`config.mk`:
```
export PLATFORM = sky130hd
export DESIGN_NAME = pcie_dma_arbiter
export DESIGN_NICKNAME = d
export VERILOG_FILES = /design/src/rtl/pcie_dma_arbiter.sv
export SDC_FILE = /design/constraint.sdc
export NUM_CORES = 1
export LEC_CHECK = 0
export ABC_AREA = 1
export CORE_AREA = 2 2 236 238
export CTS_CLUSTER_SIZE = 10
export DETAILED_ROUTE_END_ITERATION = 10
export DIE_AREA = 0 0 238 240
export HOLD_SLACK_MARGIN = 0.08
export PLACE_DENSITY_LB_ADDON = 0.1
export SLEW_MARGIN = 20
export SYNTH_ARGS = -nofsm -noshare
export SYNTH_HDL_FRONTEND = slang
export SYNTH_SLANG_ARGS = --single-unit
```
`constraint.sdc`:
```
create_clock -name i_clk -period 2.6 [get_ports i_clk]
set_input_delay 0.52 -clock i_clk [delete_from_list [all_inputs] [get_ports i_clk]]
set_output_delay 0.52 -clock i_clk [all_outputs]
set_load 0.02 [all_outputs]
```
`src/rtl/pcie_dma_arbiter.sv`:
```
// Round-robin arbiter sharing one PCIe DMA memory port among NREQ requesters, one transaction in flight.
// Accept->o_mem_valid 1 cycle, response->o_resp_valid 1 cycle; requesters see ready only in IDLE, mem port held until i_mem_ready.
module pcie_dma_arbiter #(
  parameter int NREQ    = 4,
  parameter int TIMEOUT = 1023
) (
  input  logic              i_clk,
  input  logic              i_rst,
  input  logic [NREQ-1:0]    i_req_valid,
  input  logic [NREQ-1:0]    i_req_write,
  input  logic [NREQ*8-1:0]  i_req_wstrb,
  input  logic [NREQ*13-1:0] i_req_addr,
  input  logic [NREQ*64-1:0] i_req_wdata,
  output logic [NREQ-1:0]    o_req_ready,
  output logic [NREQ-1:0]    o_resp_valid,
  output logic [63:0]        o_resp_rdata,
  output logic               o_resp_err,
  output logic               o_mem_valid,
  output logic               o_mem_write,
  output logic [7:0]         o_mem_wstrb,
  output logic [12:0]        o_mem_addr,
  output logic [63:0]        o_mem_wdata,
  input  logic               i_mem_ready,
  input  logic               i_mem_resp_valid,
  input  logic [63:0]        i_mem_resp_rdata,
  input  logic               i_mem_resp_err,
  output logic [3:0]         o_state,
  output logic [15:0]        o_req_cnt,
  output logic [7:0]         o_err_cnt
);

  localparam int IDXW = (NREQ > 1) ? $clog2(NREQ) : 1;
  localparam logic [15:0] TIMEOUT_VAL = 16'(TIMEOUT);

  typedef enum logic [1:0] {
    ST_IDLE = 2'd0,
    ST_REQ  = 2'd1,
    ST_WAIT = 2'd2,
    ST_RESP = 2'd3
  } state_t;

  typedef struct packed {
    logic        write;
    logic [7:0]  wstrb;
    logic [12:0] addr;
    logic [63:0] wdata;
  } payload_t;

  state_t           state_q, state_nxt;
  payload_t         payload_q, payload_sel;
  logic [IDXW-1:0]  last_q, gnt_q, gnt_idx;
  logic             gnt_found;
  logic [15:0]      timer_q, timer_inc;
  logic             timeout_hit;
  logic [63:0]      rdata_q;
  logic             rerr_q;
  logic [15:0]      req_cnt_q;
  logic [7:0]       err_cnt_q;
  logic             err_bump;

  // Search starts just after the last winner so every requester gets a turn.
  always_comb begin
    gnt_found = 1'b0;
    gnt_idx   = '0;
    for (int i = 1; i <= NREQ; i++) begin
      if (!gnt_found && i_req_valid[(int'(last_q) + i) % NREQ]) begin
        gnt_found = 1'b1;
        gnt_idx   = IDXW'((int'(last_q) + i) % NREQ);
      end
    end
  end

  always_comb begin
    payload_sel.write = i_req_write[gnt_idx];
    payload_sel.wstrb = i_req_wstrb[int'(gnt_idx)*8 +: 8];
    payload_sel.addr  = i_req_addr[int'(gnt_idx)*13 +: 13];
    payload_sel.wdata = i_req_wdata[int'(gnt_idx)*64 +: 64];
  end

  // Timeout fires on the WAIT cycle whose increment brings the timer to TIMEOUT.
  assign timer_inc   = timer_q + 16'd1;
  assign timeout_hit = (timer_inc == TIMEOUT_VAL);

  always_comb begin
    err_bump = 1'b0;
    case (state_q)
      ST_IDLE, ST_REQ: err_bump = i_mem_resp_valid;
      ST_WAIT:         err_bump = i_mem_resp_valid ? i_mem_resp_err : timeout_hit;
      default:         err_bump = 1'b0;
    endcase
  end

  always_ff @(posedge i_clk) begin
    if (i_rst) begin
      state_q <= ST_IDLE;
    end else begin
      state_q <= state_nxt;
    end
  end

  always_comb begin
    state_nxt = state_q;
    case (state_q)
      ST_IDLE: if (gnt_found) state_nxt = ST_REQ;
      ST_REQ:  if (i_mem_ready) state_nxt = ST_WAIT;
      ST_WAIT: if (i_mem_resp_valid || timeout_hit) state_nxt = ST_RESP;
      ST_RESP: state_nxt = ST_IDLE;
      default: state_nxt = ST_IDLE;
    endcase
  end

  always_ff @(posedge i_clk) begin
    if (i_rst) begin
      payload_q <= '0;
      gnt_q     <= '0;
      last_q    <= IDXW'(NREQ - 1);
      timer_q   <= '0;
      rdata_q   <= '0;
      rerr_q    <= 1'b0;
      req_cnt_q <= '0;
    end else begin
      case (state_q)
        ST_IDLE: begin
          if (gnt_found) begin
            payload_q <= payload_sel;
            gnt_q     <= gnt_idx;
            last_q    <= gnt_idx;
            req_cnt_q <= req_cnt_q + 16'd1;
          end
        end
        ST_REQ: begin
          if (i_mem_ready) timer_q <= '0;
        end
        ST_WAIT: begin
          timer_q <= timer_inc;
          if (i_mem_resp_valid) begin
            rdata_q <= i_mem_resp_rdata;
            rerr_q  <= i_mem_resp_err;
          end else if (timeout_hit) begin
            rdata_q <= '0;
            rerr_q  <= 1'b1;
          end
        end
        default: ;
      endcase
    end
  end

  always_ff @(posedge i_clk) begin
    if (i_rst) begin
      err_cnt_q <= '0;
    end else if (err_bump && (err_cnt_q != 8'hFF)) begin
      err_cnt_q <= err_cnt_q + 8'd1;
    end
  end

  always_comb begin
    o_req_ready  = '0;
    o_resp_valid = '0;
    o_resp_rdata = '0;
    o_resp_err   = 1'b0;
    o_mem_valid  = 1'b0;
    if (state_q == ST_IDLE && gnt_found) o_req_ready = NREQ'(1) << gnt_idx;
    if (state_q == ST_REQ) o_mem_valid = 1'b1;
    if (state_q == ST_RESP) begin
      o_resp_valid = NREQ'(1) << gnt_q;
      o_resp_rdata = rdata_q;
      o_resp_err   = rerr_q;
    end
    o_mem_write = payload_q.write;
    o_mem_wstrb = payload_q.wstrb;
    o_mem_addr  = payload_q.addr;
    o_mem_wdata = payload_q.wdata;
    o_state     = {2'b00, state_q};
    o_req_cnt   = req_cnt_q;
    o_err_cnt   = err_cnt_q;
  end

endmodule

```
==> flow_metrics.tcl, run 1 <==
set metrics [dict create \
    synth_ff_type "dfxtp_1" \
    ys_types 36 \
    start_util_pct 22.4 \
    clock_sinks 197 \
    pwr-share-clk_pct 11.0 \
    drive_gt1_share_pct 5.55 \
    leakagePower_uw 0.00986 \
    die_w_um 238 \
    drt_iter0_drc 645 \
    post-route-cell-area_sq_mm 0.0201 \
    synth-xor-area-share_pct 0.430 \
    core_sq_mm 0.0547 \
    die_h_um 240 \
    finalHoldViolations 0 \
    p_switching_uw 12300 \
    arrival_ns 2.30 \
    setup_ws_ns -0.215 \
    grt_pass1_vias 14351 \
    synth_area_leader_cell "dfxtp_1" \
    slowest_stage "clkdlybuf4s50_1" \
    postRouteWirelength_um 57400 \
    max_slew_margin_pct 45.1 \
    status "complete, but fails checks" \
    grtUsageTotal_pct 19.1 \
    required_ns 2.08 \
    ant_nets 0 \
    ys_ff_latch 197 \
    syn_inst 2169 \
    tns_ns -0.774 \
    cts_buffers 17 \
    synth-simple-area-share_pct 36.8 \
    num_rows 86 \
    rsz0062_at_grt "yes" \
    ios 605 \
    start_kind "input port" \
    first_pass_iters 4 \
    multi_input_area_sq_mm 0.00633 \
    dp_slack_ns -0.762 \
    synthTopCellsByCount "nand2_1 (762), inv_1 (394), nor2_1 (215), dfxtp_1 (197), o21ai_1 (124)" \
    final_nets 3167 \
    fin_crit_sh_pct 108 \
    ys_top_cells_by_area "dfxtp_1 (32%), nand2_1 (23%), inv_1 (12%)" \
    end_kind "output pin" \
    dieArea_sq_mm 0.0571 \
    wl_per_cell_um 16.6 \
    reg2reg_slack_ns 0.03 \
    min_from "i_rst" \
    rr_endpoint "o_mem_wdata[63]$_SDFFE_PP0P_" \
    failed_checks "negative setup slack" \
    fin_worst_skew_ns 0.00885 \
    synth-compound-area-share_pct 12.6 \
    fmax_ghz 0.355 \
    setup_viol 7 \
    crit_chain "clkdlybuf4s50_1 > inv_1 > o21ai_2 > o21ai_2 > nor2_2 > buf_4 > nand2_1 > nand2_1 > o22ai_2 > o21ai_4 > buf_6 > inv_2 > nor2_4 > buf_6" \
    grt_max_degree 86 \
    pwr-share-comb_pct 71.6 \
    hpwl_um 42000 \
    clk_latency_ns 0.49 \
    antenna_found_initial 8 \
    reg2reg_from "last_q[0]$_SDFFE_PP1P_" \
    hold_path_depth 2 \
    worstRegToRegCells 16 \
    synth_top_family_by_area "simple AND/OR/NAND/NOR gates" \
    vias_per_cell 4.28 \
    hp-class "in -> reg" \
    placed_area_sq_mm 0.0191 \
    seqPwrFrac_pct 17.3 \
    cts_tree "done" \
    grt_pass1_wl_um 83800 \
    port_buffers 602 \
    cp_slowest_stage_delay_ns 0.46 \
    yosysSeqAreaShare_pct 32.2 \
    muxShareOfSynthArea_pct 0 \
    synth.cell_area_sq_mm 0.0122 \
    ys_warn_count 0 \
    p_per_area_mw_per_mm2 1190 \
    synth_top_area_share_pct 32.2 \
    yosys.area_share.adder_pct 0.818 \
    power.total_uw 23900 \
    crit_fanout 6 \
    fillers 5989 \
    synth.most_common_cell "nand2_1" \
    synth-edff-count 0 \
    dr_total_vias 14821 \
    period_needed_ns 2.82 \
    drc 0 \
    final-seq-area_sq_mm 0.00395 \
    clk_path_buf_depth 2 \
    p_int_uw 11600 \
    clk_pin_slew_worst_paths_ns 0.08 \
    switching_share_pct 51.6 \
    synth-async-reset-ratio_pct 0 \
    htreeDepth 4 \
    root_buffer "clkbuf_16" \
    worstMarginPinSlew_ns 0.822 \
    place_congestion 0.906 \
    ir_worst_vdd_mv 1.99 \
    maxCapViolCount 0 \
    final_util_pct 36.8 \
    synthToLayoutAreaGrowth_pct 64.3 \
    min_to "timer_q[10]$_SDFFE_PP0P_" \
    drv_slew 0 \
    overflow 0 \
    syn_avg_cell_area_sq_um 5.64 \
    worstSetupPathType "in -> out" \
]
==> sequential cells by signal, indices dropped and copies added (netlist names) <==
register / count
state_q: 2
o_mem_write: 1
o_req_cnt: 16
rdata_q: 64
timer_q: 16
o_err_cnt: 8
o_mem_wdata: 64
last_q: 2
o_mem_addr: 13
rerr_q: 1
o_mem_wstrb: 8
gnt_q: 2
==> layout make-up <==
class / instances / area share [%]
Timing Repair Buffer: 677 / 34.2
Multi-Input combinational cell: 1449 / 31.5
Sequential cell: 197 / 19.7
Inverter: 400 / 7.52
Tap cell: 704 / 4.38
Clock buffer: 19 / 2.20
Clock inverter: 13 / 0.504
Antenna cell: 4 / 0.0498
==> per-layer routing <==
layer	vias to the layer above	part of all wire [%]	routed length [um]	track usage [%]
li1	7682	-	-	-
met1	6715	42	23900	21.6
met2	360	50	28600	34.7
met3	60	6.4	3690	5.89
met4	4	2.0	1160	5.47
met5	-	0.057	33	0
==> critical path, delay by kind of cell <==
family	cells	cell delay [ns]
simple gates	4	0.34
compound gates	4	0.51
buf+inv	6	0.94
==> per-stage QoR <==
step / hold slack, ns / std cells
finish: 0.433 / 3463
global placement: 0.448 / 3405
global route: 0.417 / 3463
detailed placement: 0.453 / 3405
floorplan: 0.440 / 2170
CTS: 0.383 / 3449
==> worst max path at each step <==
stage	startpoint	to	slack, ns	cells after the start
floorplan	i_req_valid[1]	o_req_ready[3]	0.03	11
global placement	i_req_valid[3]	o_req_ready[2]	-0.78	14
detailed placement	i_req_valid[3]	o_req_ready[2]	-0.76	14
CTS	last_q[0]$_SDFFE_PP1P_	o_req_ready[2]	-0.21	13
global route	i_req_valid[1]	o_req_ready[3]	-0.33	13
finish	i_req_valid[1]	o_req_ready[2]	-0.22	14
==> placed cells by master (no fill, tap or decap), types with 4 or more instances in the layout <==
master,synthesis,final
nor2_2,1,5
clkbuf_16,0,24
nand3_1,109,109
o21ai_1,124,124
nor3_1,12,12
clkdlybuf4s50_1,0,527
buf_6,4,7
dlygate4sd2_1,0,69
o21ai_2,2,7
inv_2,5,4
nand4_1,20,20
buf_4,10,52
inv_1,394,392
nand2_2,2,8
clkinv_4,0,4
diode_2,0,4
a21oi_1,97,97
nor2_1,215,208
nand2_1,762,753
o21ai_0,68,62
ha_1,8,7
dfxtp_1,197,195
buf_16,0,6
buf_12,0,5
==> timing repair <==
| action | in CTS | in global routing |
|---|---|---|
| resized for setup | 115 | 43 |
| buffers inserted | 10 | 5 |
| endpoints found under the hold margin | 0 | 0 |
| hold buffers | 0 | 0 |
| gates cloned | 2 | 7 |
| endpoints found under the setup margin | 162 | 166 |
| pin swaps | 8 | 10 |
==> kinds of logic (layout without fill, tap and decap cells) <==
| logic type | Yosys count | count (layout) |
|---|---|---|
| AOI/OAI and AO/OA | 301 | 301 |
| DFF | 197 | 197 |
| adders and majority gates | 8 | 8 |
| and+or+nand+nor | 1132 | 1132 |
| xor gates and xnor gates | 6 | 6 |
| buffers and inverters | 524 | 1109 |
| other | 1 | 6 |
==> power groups by stage <==
stage,registers [uW],clock network (uW),logic (uW)
floorplan,4790,0,9360
global placement,4180,0,15100
detailed placement,4200,0,15200
CTS,4150,2770,15800
global route,4230,2870,19100
finish,4140,2630,17100
No activity file was read; power rests on OpenSTA's default activity.
==> run 2: changes to the inputs <==
--- a/config.mk
+++ b/config.mk
@@ -11,7 +11,8 @@
 export DETAILED_ROUTE_END_ITERATION = 10
 export DIE_AREA = 0 0 238 240
 export HOLD_SLACK_MARGIN = 0.08
-export PLACE_DENSITY_LB_ADDON = 0.1
+export PLACE_DENSITY = 0.62
+export SETUP_SLACK_MARGIN = 0.15
 export SLEW_MARGIN = 20
 export SYNTH_ARGS = -nofsm -noshare
 export SYNTH_HDL_FRONTEND = slang
==> flow_metrics.tcl, run 2 (synthesis gave the netlist of run 1 again) <==
set metrics [dict create \
    hold_path_depth 2 \
    port_buffers 602 \
    vias_per_cell 4.41 \
    drc 0 \
    drive_gt1_share_pct 19.3 \
    layout_common_cells "nand2_1 (625), clkdlybuf4s50_1 (530), inv_1 (390)" \
    finalHoldViolations 0 \
    pwr-share-clk_pct 7.9 \
    reg2reg_from "last_q[0]$_SDFFE_PP1P_" \
    drt_iter0_drc 747 \
    placedCellCount 3429 \
    p_per_area_mw_per_mm2 1520 \
    crit_fanout 7 \
    first_pass_iters 5 \
    drv_slew 0 \
    grt.busiest_layer "met2" \
    place_congestion 0.880 \
    fmax_ghz 0.349 \
    num_rows 86 \
    start_kind "flop" \
    required_ns 2.08 \
    rsz0062_at_grt "yes" \
    seqPwrFrac_pct 11.8 \
    worstRegToRegCells 22 \
    start_util_pct 22.4 \
    min_from "i_rst" \
    ios 605 \
    end_kind "output pin" \
    overflow 0 \
    hpwl_um 40800 \
    clk_path_buf_depth 2 \
    fin_worst_skew_ns 0.0162 \
    die_h_um 240 \
    status "complete, but fails checks" \
    power.total_uw 35300 \
    cts_buffers 17 \
    clk_latency_ns 0.49 \
    holdBufCountCts 0 \
    dr_total_vias 15618 \
    pwr-share-comb_pct 80.3 \
    period_needed_ns 2.87 \
    cts_tree "done" \
    grt_pass1_vias 14167 \
    met3_usage_pct 5.25 \
    final_cells 3544 \
    arrival_ns 2.35 \
    ant_nets 0 \
    grt_use_met1_pct 20.6 \
    p_int_uw 18200 \
    min_to "timer_q[1]$_SDFFE_PP0P_" \
    max_slew_margin_pct 57.7 \
    wl_per_cell_um 17.4 \
    final_nets 3247 \
    tns_ns -3.79 \
    failed_checks "negative setup slack" \
    fin_crit_sh_pct 110 \
    grt_max_degree 112 \
    crit_start "last_q[0]$_SDFFE_PP1P_" \
    p_switching_uw 17200 \
    clk_pin_slew_worst_paths_ns 0.09 \
    maxCapViolCount 0 \
    postRouteWirelength_um 61500 \
    worstMarginPinSlew_ns 0.635 \
    setup_viol 68 \
    switching_share_pct 48.6 \
    core_sq_mm 0.0547 \
    reg2reg_slack_ns -0.15 \
    hp-class "in -> reg" \
    clock_sinks 197 \
    die_w_um 238 \
    setup_ws_ns -0.268 \
    grt_use_met2_pct 33.4 \
    root_buffer "clkbuf_16" \
    synthToLayoutAreaGrowth_pct 89.8 \
    dieArea_sq_mm 0.0571 \
    grtUsageTotal_pct 19.0 \
    rr_endpoint "o_mem_wstrb[5]$_SDFFE_PP0P_" \
    antenna_found_initial 6 \
    final_common_cell "nand2_1" \
    leakagePower_uw 0.0111 \
    htreeDepth 4 \
    worstSetupPathType "reg -> out" \
    grt_pass1_wl_um 82000 \
    ir_worst_vdd_mv 1.05 \
]
## run 2: power groups by stage
stage	Clock, uW	Combinational [uW]	Sequential (uW)
finish	2800	28400	4180
CTS	2900	20300	4170
floorplan	0	9450	4790
global route	3010	30100	4260
global placement	0	16100	4210
detailed placement	0	16100	4230
## run 2: what timing repair did
| action | CTS | global route |
|---|---|---|
| endpoints found under the setup margin | 159 | 205 |
| pin swaps | 21 | 156 |
| gates cloned | 16 | 37 |
| setup buffers | 11 | 14 |
| resized for setup | 196 | 487 |
## run 2: through the flow
step	util [%]	hold WS [ns]	worst slack [ns]	area (sq um)
after global routing	42.5	0.424	-0.377	23200
after CTS	38.2	0.403	-0.265	20900
after floorplan	-	0.440	0.141	12300
after detailed placement	35.6	0.451	-0.760	19400
final	42.5	0.434	-0.268	23200
after global placement	35.6	0.448	-0.783	19400
## run 2: worst max path at each step
stage / depth (start not counted) / to
floorplan: 12 / o_req_ready[3]
global placement: 14 / o_req_ready[0]
detailed placement: 14 / o_req_ready[0]
CTS: 14 / o_req_ready[2]
global route: 14 / o_req_ready[2]
finish: 12 / o_req_ready[1]
## run 2: layout make-up
| cell class | count | area (sq um) |
|---|---|---|
| diodes | 5 | 12.5 |
| clock buffers | 18 | 439 |
| clock inverters | 14 | 161 |
| fillers | 5539 | 31500 |
| inverters | 400 | 1520 |
| multi-input cells | 1450 | 7750 |
| flip-flops and latches | 197 | 3950 |
| well taps | 704 | 881 |
| repair buffers | 756 | 8490 |
## run 2: per-layer routing
layer	wire (um)	vias up
met2	30600	582
met4	3000	0
met1	23700	7048
li1	-	7861
met5	0	-
met3	4220	127
## run 2: critical path, cell delays in order (launching register included)
cell and delay (ns):
dfxtp_4 0.44, buf_8 0.16, o21ai_4 0.07, nand2_2 0.09, nand2_2 0.07, inv_2 0.09
nand2_2 0.08, buf_4 0.14, o22ai_2 0.21, o21ai_4 0.10, buf_8 0.15, nor2_4 0.13
buf_12 0.12
==> run 3: changes to the inputs <==
--- a/config.mk
+++ b/config.mk
@@ -6,12 +6,12 @@
 export NUM_CORES = 1
 export LEC_CHECK = 0
 export ABC_AREA = 1
-export CORE_AREA = 2 2 236 238
+export CORE_AREA = 3 3 232 234
 export CTS_CLUSTER_SIZE = 10
 export DETAILED_ROUTE_END_ITERATION = 10
-export DIE_AREA = 0 0 238 240
+export DIE_AREA = 0 0 235 237
 export HOLD_SLACK_MARGIN = 0.08
-export PLACE_DENSITY = 0.62
+export PLACE_DENSITY = 0.63
 export SETUP_SLACK_MARGIN = 0.15
 export SLEW_MARGIN = 20
 export SYNTH_ARGS = -nofsm -noshare
==> flow_metrics.tcl, run 3 (synthesis gave the netlist of run 1 again) <==
set metrics [dict create \
    fin_crit_sh_pct 108 \
    clock_sinks 197 \
    period_needed_ns 2.82 \
    crit_family "simple AND/OR/NAND/NOR gates" \
    die_w_um 235 \
    root_buffer "clkbuf_16" \
    die_h_um 237 \
    drive_gt1_share_pct 7.88 \
    start_util_pct 23.4 \
    arrival_ns 2.30 \
    fillers 5637 \
    final_util_pct 38.6 \
    worst-path-buf-inv 4 \
    vias_per_cell 4.21 \
    setup_ws_ns -0.216 \
    end_kind "output pin" \
    clk_path_buf_depth 2 \
    antenna_found_initial 5 \
    layout_common_cells "nand2_1 (751), clkdlybuf4s50_1 (525), inv_1 (390)" \
    ir_worst_vdd_mv 0.920 \
    crit_chain "clkdlybuf4s50_1 > nand2_1 > o21ai_4 > o21ai_4 > nand4_1 > or2_4 > nand2_8 > buf_8 > buf_8 > nand2_4 > nor2_4 > buf_12" \
    slowest_stage "clkdlybuf4s50_1" \
    dieArea_sq_mm 0.0557 \
    hold_path_depth 2 \
    grt_max_degree 74 \
    wl_per_cell_um 14.8 \
    first_pass_iters 5 \
    tns_ns -0.871 \
    leakagePower_uw 0.00980 \
    clk_pin_slew_worst_paths_ns 0.08 \
    port_buffers 602 \
    max_slew_margin_pct 48.3 \
    finalHoldViolations 0 \
    grt_pass1_wl_um 76600 \
    final_nets 3178 \
    status "complete, but fails checks" \
    synthToLayoutAreaGrowth_pct 65.0 \
    fmax_ghz 0.355 \
    drt_iter0_drc 672 \
    worstRegToRegCells 18 \
    cts_tree "done" \
    place_congestion 0.862 \
    grt_pass1_vias 13607 \
    cp_slowest_stage_delay_ns 0.42 \
    core_sq_mm 0.0522 \
    hp-class "in -> reg" \
    htreeDepth 4 \
    ios 605 \
    rsz0062_at_grt "yes" \
    hpwl_um 38800 \
    clk_latency_ns 0.47 \
    final_common_cell "nand2_1" \
    fin_worst_skew_ns 0.0139 \
    worstSetupPathType "in -> out" \
    start_kind "input port" \
    maxCapViolCount 0 \
    cts_buffers 17 \
    drc 0 \
    ant_nets 0 \
    dr_total_vias 14535 \
    p_per_area_mw_per_mm2 1200 \
    setup_viol 7 \
    required_ns 2.08 \
    cp_num_cells 12 \
    crit_fanout 4 \
    overflow 0 \
    failed_checks "negative setup slack" \
    num_rows 84 \
    postRouteWirelength_um 51000 \
    drv_slew 0 \
    grtUsageTotal_pct 17.7 \
    worstMarginPinSlew_ns 0.775 \
]
-- run 3: report_power, final --
group	switching (uW)	internal, uW	leakage [uW]
clock	1380	1310	0.000271
combinational	10500	6920	0.00792
sequential	416	3760	0.00162
-- run 3: metal layers --
metal,GRT usage [%],wire length [um],share of wire [%]
met5,0,27,0.053
met3,4.78,3020,5.9
met1,19.8,20800,41
met2,31.5,25400,50
met4,7.48,1790,3.5
-- run 3: final cells by class --
type / instances / area (sq um) / area share, %
Clock buffer: 19 / 453 / 2.24
Antenna cell: 3 / 7.51 / 0.0372
Timing Repair Buffer: 687 / 6830 / 33.8
Tap cell: 688 / 861 / 4.27
Sequential cell: 197 / 3960 / 19.6
Inverter: 400 / 1510 / 7.48
Clock inverter: 12 / 118 / 0.583
Multi-Input combinational cell: 1450 / 6440 / 31.9
-- run 3: timing repair --
item | in CTS | in global routing
endpoints found under the setup margin | 165 | 212
pin swaps | 13 | 10
hold buffers | 0 | 0
setup buffers | 10 | 2
resized for setup | 197 | 72
gates cloned | 4 | 1
-- run 3: worst paths after layout --
| path | start | to | slack, ns |
|---|---|---|---|
| worst min-delay path | i_rst | rdata_q[59]$_SDFFE_PP0P_ | 0.39 |
| worst max register to register | last_q[0]$_SDFFE_PP1P_ | o_mem_wdata[57]$_SDFFE_PP0P_ | -0.01 |
| worst min register to register | rdata_q[36]$_SDFFE_PP0P_ | rdata_q[36]$_SDFFE_PP0P_ | 0.46 |
| worst max-delay path | i_req_valid[0] | o_req_ready[1] | -0.22 |
-- run 3: through the flow --
step / hold slack [ns] / total power (uW) / instances / worst slack [ns] / cell area (sq um)
floorplan: 0.440 / 14200 / 2170 / 0.141 / 12300
global placement: 0.449 / 19800 / 3405 / -0.818 / 19300
detailed placement: 0.452 / 19900 / 3405 / -0.821 / 19300
CTS: 0.330 / 24400 / 3450 / -0.266 / 20200
global route: 0.351 / 26500 / 3456 / -0.387 / 20200
finish: 0.385 / 24200 / 3456 / -0.216 / 20200
